`src/rtl/req_gnt_tracker_pkg.sv`:
```
// Shared types and sizing helpers for the request/grant tracker.
package req_gnt_pkg;

  typedef enum logic [1:0] {
    IDLE  = 2'd0,
    WAIT  = 2'd1,
    GRANT = 2'd2,
    GAP   = 2'd3
  } state_e;

  // Width of a counter able to hold 0..depth inclusive.
  function automatic int cnt_w(input int depth);
    return $clog2(depth + 1);
  endfunction

endpackage

```
`src/rtl/req_gnt_tracker_fifo.sv`:
```
// In-order ID queue for outstanding requests; a push while full is taken only when the same edge pops.
module sync_fifo
  import req_gnt_pkg::*;
#(
  parameter int WIDTH = 4,
  parameter int DEPTH = 4
) (
  input  logic                      clk,
  input  logic                      rst_n,
  input  logic                      push,
  input  logic                      pop,
  input  logic [WIDTH-1:0]          din,
  output logic [WIDTH-1:0]          dout,
  output logic [cnt_w(DEPTH)-1:0]   count,
  output logic                      full,
  output logic                      empty
);

  localparam int PTR_W = $clog2(DEPTH);
  localparam int CNT_W = cnt_w(DEPTH);

  logic [WIDTH-1:0] mem_q [DEPTH];
  logic [PTR_W-1:0] wr_ptr_q, wr_ptr_d;
  logic [PTR_W-1:0] rd_ptr_q, rd_ptr_d;
  logic [CNT_W-1:0] count_q, count_d;
  logic             do_push;
  logic             do_pop;

  assign full    = (count_q == CNT_W'(DEPTH));
  assign empty   = (count_q == '0);
  assign count   = count_q;
  assign dout    = mem_q[rd_ptr_q];
  assign do_pop  = pop & ~empty;
  assign do_push = push & (~full | do_pop);

  always_comb begin
    wr_ptr_d = wr_ptr_q;
    rd_ptr_d = rd_ptr_q;
    count_d  = count_q;
    if (do_push) wr_ptr_d = wr_ptr_q + PTR_W'(1);
    if (do_pop)  rd_ptr_d = rd_ptr_q + PTR_W'(1);
    if (do_push && !do_pop)      count_d = count_q + CNT_W'(1);
    else if (!do_push && do_pop) count_d = count_q - CNT_W'(1);
  end

  always_ff @(posedge clk or negedge rst_n) begin
    if (!rst_n) begin
      wr_ptr_q <= '0;
      rd_ptr_q <= '0;
      count_q  <= '0;
    end else begin
      wr_ptr_q <= wr_ptr_d;
      rd_ptr_q <= rd_ptr_d;
      count_q  <= count_d;
    end
  end

  // Storage needs no reset: the count gates every read of it.
  always_ff @(posedge clk) begin
    if (do_push) mem_q[wr_ptr_q] <= din;
  end

endmodule

```
`src/rtl/req_gnt_tracker.sv`:
```
// Turns req rising edges into ID-tagged requests and issues in-order single-cycle grants after a programmable latency.
module req_gnt_tracker
  import req_gnt_pkg::*;
#(
  parameter int DEPTH = 4,
  parameter int ID_W  = 4,
  parameter int LAT_W = 3
) (
  input  logic                     clk,
  input  logic                     rst_n,
  input  logic                     req,
  input  logic [LAT_W-1:0]         lat,
  output logic [ID_W-1:0]          req_id,
  output logic                     gnt,
  output logic [ID_W-1:0]          gnt_id,
  output logic [cnt_w(DEPTH)-1:0]  outstanding,
  output logic                     full,
  output logic                     empty,
  output logic                     ovf
);

  logic             req_q, req_d;
  logic [ID_W-1:0]  id_cnt_q, id_cnt_d;
  logic [ID_W-1:0]  req_id_q, req_id_d;
  logic             ovf_q, ovf_d;
  state_e           state_q, state_d;
  logic [LAT_W-1:0] cnt_q, cnt_d;
  logic             gnt_q, gnt_d;
  logic [ID_W-1:0]  gnt_id_q, gnt_id_d;

  logic             rise;
  logic             pop;
  logic             accept;
  logic             fifo_full;
  logic             fifo_empty;
  logic [ID_W-1:0]  fifo_dout;

  // The head is popped while the grant is visible, so a full queue can still accept on that edge.
  assign rise   = req & ~req_q;
  assign pop    = (state_q == GRANT);
  assign accept = rise & (~fifo_full | pop);

  sync_fifo #(
    .WIDTH (ID_W),
    .DEPTH (DEPTH)
  ) u_fifo (
    .clk   (clk),
    .rst_n (rst_n),
    .push  (accept),
    .pop   (pop),
    .din   (id_cnt_q),
    .dout  (fifo_dout),
    .count (outstanding),
    .full  (fifo_full),
    .empty (fifo_empty)
  );

  always_comb begin
    req_d    = req;
    id_cnt_d = id_cnt_q;
    req_id_d = req_id_q;
    ovf_d    = ovf_q;
    if (accept) begin
      id_cnt_d = id_cnt_q + ID_W'(1);
      req_id_d = id_cnt_q;
    end else if (rise) begin
      ovf_d = 1'b1;
    end
  end

  always_ff @(posedge clk or negedge rst_n) begin
    if (!rst_n) begin
      req_q    <= 1'b0;
      id_cnt_q <= '0;
      req_id_q <= '0;
      ovf_q    <= 1'b0;
    end else begin
      req_q    <= req_d;
      id_cnt_q <= id_cnt_d;
      req_id_q <= req_id_d;
      ovf_q    <= ovf_d;
    end
  end

  // gnt rises on the same edge the FSM enters GRANT, so it is high exactly while in GRANT.
  always_comb begin
    state_d  = state_q;
    cnt_d    = cnt_q;
    gnt_d    = 1'b0;
    gnt_id_d = gnt_id_q;
    case (state_q)
      IDLE: begin
        if (!fifo_empty) begin
          state_d = WAIT;
          cnt_d   = (lat == '0) ? LAT_W'(1) : lat;
        end
      end
      WAIT: begin
        cnt_d = cnt_q - LAT_W'(1);
        if (cnt_q == LAT_W'(1)) begin
          state_d  = GRANT;
          gnt_d    = 1'b1;
          gnt_id_d = fifo_dout;
        end
      end
      GRANT:   state_d = GAP;
      GAP:     state_d = IDLE;
      default: state_d = IDLE;
    endcase
  end

  always_ff @(posedge clk or negedge rst_n) begin
    if (!rst_n) begin
      state_q  <= IDLE;
      cnt_q    <= '0;
      gnt_q    <= 1'b0;
      gnt_id_q <= '0;
    end else begin
      state_q  <= state_d;
      cnt_q    <= cnt_d;
      gnt_q    <= gnt_d;
      gnt_id_q <= gnt_id_d;
    end
  end

  assign req_id = req_id_q;
  assign gnt    = gnt_q;
  assign gnt_id = gnt_id_q;
  assign full   = fifo_full;
  assign empty  = fifo_empty;
  assign ovf    = ovf_q;

endmodule

```
`config.mk`:
```
export PLATFORM = sky130hd
export DESIGN_NAME = req_gnt_tracker
export DESIGN_NICKNAME = d
export VERILOG_FILES = /design/src/rtl/req_gnt_tracker_pkg.sv /design/src/rtl/req_gnt_tracker_fifo.sv /design/src/rtl/req_gnt_tracker.sv
export SDC_FILE = /design/constraint.sdc
export NUM_CORES = 1
export LEC_CHECK = 0
export BUFFER_PORTS_ARGS = -buffer_cell sky130_fd_sc_hd__buf_2
export CAP_MARGIN = 5
export CORE_ASPECT_RATIO = 1.5
export CORE_UTILIZATION = 25
export CTS_CLUSTER_DIAMETER = 30
export DETAILED_ROUTE_END_ITERATION = 6
export GPL_ROUTABILITY_DRIVEN = 0
export PLACE_DENSITY_LB_ADDON = 0.1
export SLEW_MARGIN = 20
export SYNTH_ARGS = -nofsm -noshare
export SYNTH_HDL_FRONTEND = slang
export SYNTH_SLANG_ARGS = --single-unit
```
`constraint.sdc`:
```
create_clock -name clk -period 6.4 [get_ports clk]
set_clock_uncertainty 0.05 [all_clocks]
set_input_delay 0.96 -clock clk [delete_from_list [all_inputs] [get_ports clk]]
set_output_delay 0.96 -clock clk [all_outputs]
set_load 0.1 [all_outputs]
```
==> summary.txt <==
Run status
  • Status: complete, no violations

Critical path
  • Critical-path cell list: inv_1, ha_1, nor4b_2, nor2_1, ha_1, inv_1, fa_1, xor2_1, nor2_1, xor2_1
  • Crit Path Max Fanout: 13
  • CP startpoint kind: flop
  • CP peak stage delay: about 700 ps
  • CP endpoint kind: flop
  • Worst Path Required: ~6600 ps
  • Crit Path Category: reg2reg
  • Cell at the slowest stage of the critical path: nor2_1
  • Crit path DAT: approximately 3100 ps

Clocking
  • TritonCTS buffer count: 5
  • Clock root buffer: clkbuf_16
  • CTS max path bufs: 2
  • Clock slew at reported path FFs: 60 ps
  • CTS tree: built
  • Cts hold-fix bufs: 0
  • CTS H-Tree Depth: 2
  • Clk sinks: 43
  • Number of gates resized after cts: 0
  • Setup bufs post-CTS: 0
  • Worst-Skew Late Latency: 280 ps

Floorplanning
  • Row cnt: 39
  • Die height: 110.9 um
  • I/O pin count: 21
  • Initial Util: 25.95%
  • Horiz. Die Dim: 74.59 um
  • Die ar.: 8270 sq um
  • Core ar.: approximately 7600 sq um

Finish
  • Footprint of the multi-input gates: 767.0 sq um
  • Post-Layout Cell Count: 264
  • Area delta synth->final: 17.86%
  • Antenna Cells: 0
  • Reg area: 1156 sq um
  • Nets: 180
  • Fraction of layout cells with a size suffix above 1: 27.78%
  • FILL cells: 791
  • Final Cell Area: 2328 sq um

Synth
  • Cells after Synth: 137
  • Post-synth EDFFs: 16
  • Synthesis Warnings: 0
  • Top FF cell, synth: dfrtp_1
  • Number of distinct library cells after synthesis: 36
  • Async set-reset flop share out of synthesis: about 63%
  • Syn Nets: approximately 160
  • Post-Syn Area per Cell: 14.42 sq um
  • Register area share after synthesis: 58.52%
  • Post-synthesis cell area: 1976 sq um
  • Count of state elements after synthesis: 43

Placed design
  • Port bufs: 20
  • Post-DP HPWL: 2737 um
  • Dpl cells: 256
  • DP Area: around 2200 sq um

Timing
  • Tcrit/Tclk final: between 40% and 50%
  • WHS: 420.0 ps
  • FMAX: between 300 and 400 MHz
  • Max-slew violations: 0
  • Final setup fails: 0
  • Slew headroom: 38.06%
  • Hold Vio Cnt, Final: 0
  • RSZ-0062 raised after global routing: no
  • Fin Setup TNS: 0 ps
  • Worst-Margin Slew: between 900 and 1000 ps
  • Min Clock Period, post-route: 2904 ps

GRT
  • Antenna violations before repair: 0
  • Grt ovf: 0
  • Vias in the first global route: 1224
  • First-pass GRT wire length: about 6200 um
  • Largest net degree at the start of global routing: 28
  • GRT Total Usage: 10.01%

Drt
  • Wire length on met3: 128 um
  • First DRT Iteration DRCs: 45
  • Met1 WL: 1434 um
  • Max layer used: met4
  • DR WL/cell: 13.61 um
  • DRC viols: 0
  • TritonRoute pass-1 iters: 4
  • Final WL: 3592 um
  • Via-per-instance ratio: 4.216
  • ANT nets after route: 0
  • Total number of vias: 1113
  • WL met2: roughly 2000 um

Run
  • # Max-Cap Violations: 0

Min path
  • Hold Path Class: reg2reg
## synthesized netlist by cell type, types with 2 or more instances
master / count / share of area [%]
dfrtp_1: 27 / 34
edfxtp_1: 16 / 24
ha_1: 12 / 7.6
inv_1: 9 / 1.7
mux2_2: 8 / 4.6
nor2_1: 8 / 1.5
xor2_1: 6 / 2.7
and2_1: 5 / 1.6
mux2_1: 4 / 2.3
mux4_2: 4 / 4.6
xnor2_1: 4 / 1.8
nand3_1: 3 / 0.76
nor3b_1: 3 / 1.1
a21oi_1: 2 / 0.51
clkbuf_1: 2 / 0.38
nand2_1: 2 / 0.38
nand2b_1: 2 / 0.63
or2_2: 2 / 0.63
## through the flow
stage | utilization, % | worst slack, ps
CTS | 30.59 | 3445
finish | 30.59 | 3496
global route | 30.59 | 3211
detailed placement | 28.75 | 3175
floorplan | - | 2050
global placement | 28.75 | 3271
## logic make-up after synthesis
| logic type | count (synthesis) | share of synthesized area, % |
|---|---|---|
| flops | 43 | 58.52 |
| simple gates | 31 | 9.309 |
| mux | 18 | 12.67 |
| buf+inv | 13 | 2.660 |
| fa+ha+maj | 13 | 8.613 |
| xor+xnor | 10 | 4.433 |
| compound gates | 9 | 3.800 |
## area by class of cell
cell class | instances | area share (%)
multi-input combinational | 81 | 32.94
tap | 102 | 5.481
clock buffer | 5 | 5.373
inverter | 10 | 1.612
clock inverter | 3 | 0.6448
sequential | 43 | 49.65
timing repair buffer | 20 | 4.299
## routing by layer
layer	vias to the layer above	global-route usage [%]
li1	532	-
met1	559	11.16
met2	17	17.72
met3	5	2.364
met4	0	3.774
met5	-	0
## layout by cell type (no fill, tap or decap)
| master | n |
|---|---|
| inv_2 | 1 |
| inv_1 | 9 |
| nor3_1 | 1 |
| nand3_1 | 3 |
| a211oi_1 | 1 |
| ha_1 | 12 |
| edfxtp_1 | 16 |
| a22oi_1 | 1 |
| mux2_4 | 1 |
| nand2_1 | 2 |
| nor2_1 | 8 |
| mux2i_1 | 1 |
| nor4_1 | 1 |
| nand3b_1 | 1 |
| mux4_2 | 4 |
| xnor2_1 | 4 |
| a221oi_2 | 1 |
| dfrtp_1 | 27 |
| or4_1 | 1 |
| o41ai_1 | 1 |
| or3_4 | 1 |
| nor4b_2 | 1 |
| clkinv_1 | 2 |
| o32a_1 | 1 |
| fa_1 | 1 |
| a21o_1 | 1 |
| clkbuf_16 | 5 |
| and2_1 | 5 |
| mux2_1 | 4 |
| mux2_2 | 8 |
| clkinvlp_4 | 1 |
| or2_2 | 2 |
| buf_2 | 20 |
| a21oi_1 | 2 |
| nor3b_1 | 3 |
| a221oi_1 | 1 |
| xor2_1 | 6 |
| nand2b_1 | 2 |
## worst paths after layout
check                                 from               to  slack, ps  depth (start not counted)
min in group asynchronous            rst_n         cnt_q[0]        650                          1
worst max-delay path            state_q[0]  u_fifo.count[2]       3500                         10
worst min register to register         ovf              ovf        420                          1
worst min-delay path                   ovf              ovf        420                          1
max in group asynchronous            rst_n        gnt_id[3]       5240                          1
worst max register to register  state_q[0]  u_fifo.count[2]       3500                         10
## sequential cells by signal (all words and copies together) (netlist names)
name	flops
cnt_q	3
gnt	1
gnt_id	4
id_cnt_q	4
ovf	1
req_id	4
req_q	1
state_q	2
u_fifo.count	3
u_fifo.mem_q	16
u_fifo.rd_ptr_q	2
u_fifo.wr_ptr_q	2
## worst max-delay path, delay by kind of cell (launching register included)
kind / cells / cell delay [ps]
xor+xnor: 2 / 300
fa+ha+maj: 3 / 990
flops: 1 / 380
simple gates: 3 / 930
buf+inv: 2 / 180
Power is left out: the tool's default activity adds up to more than one toggle a clock period on the data nets, which glitch-free logic cannot reach.
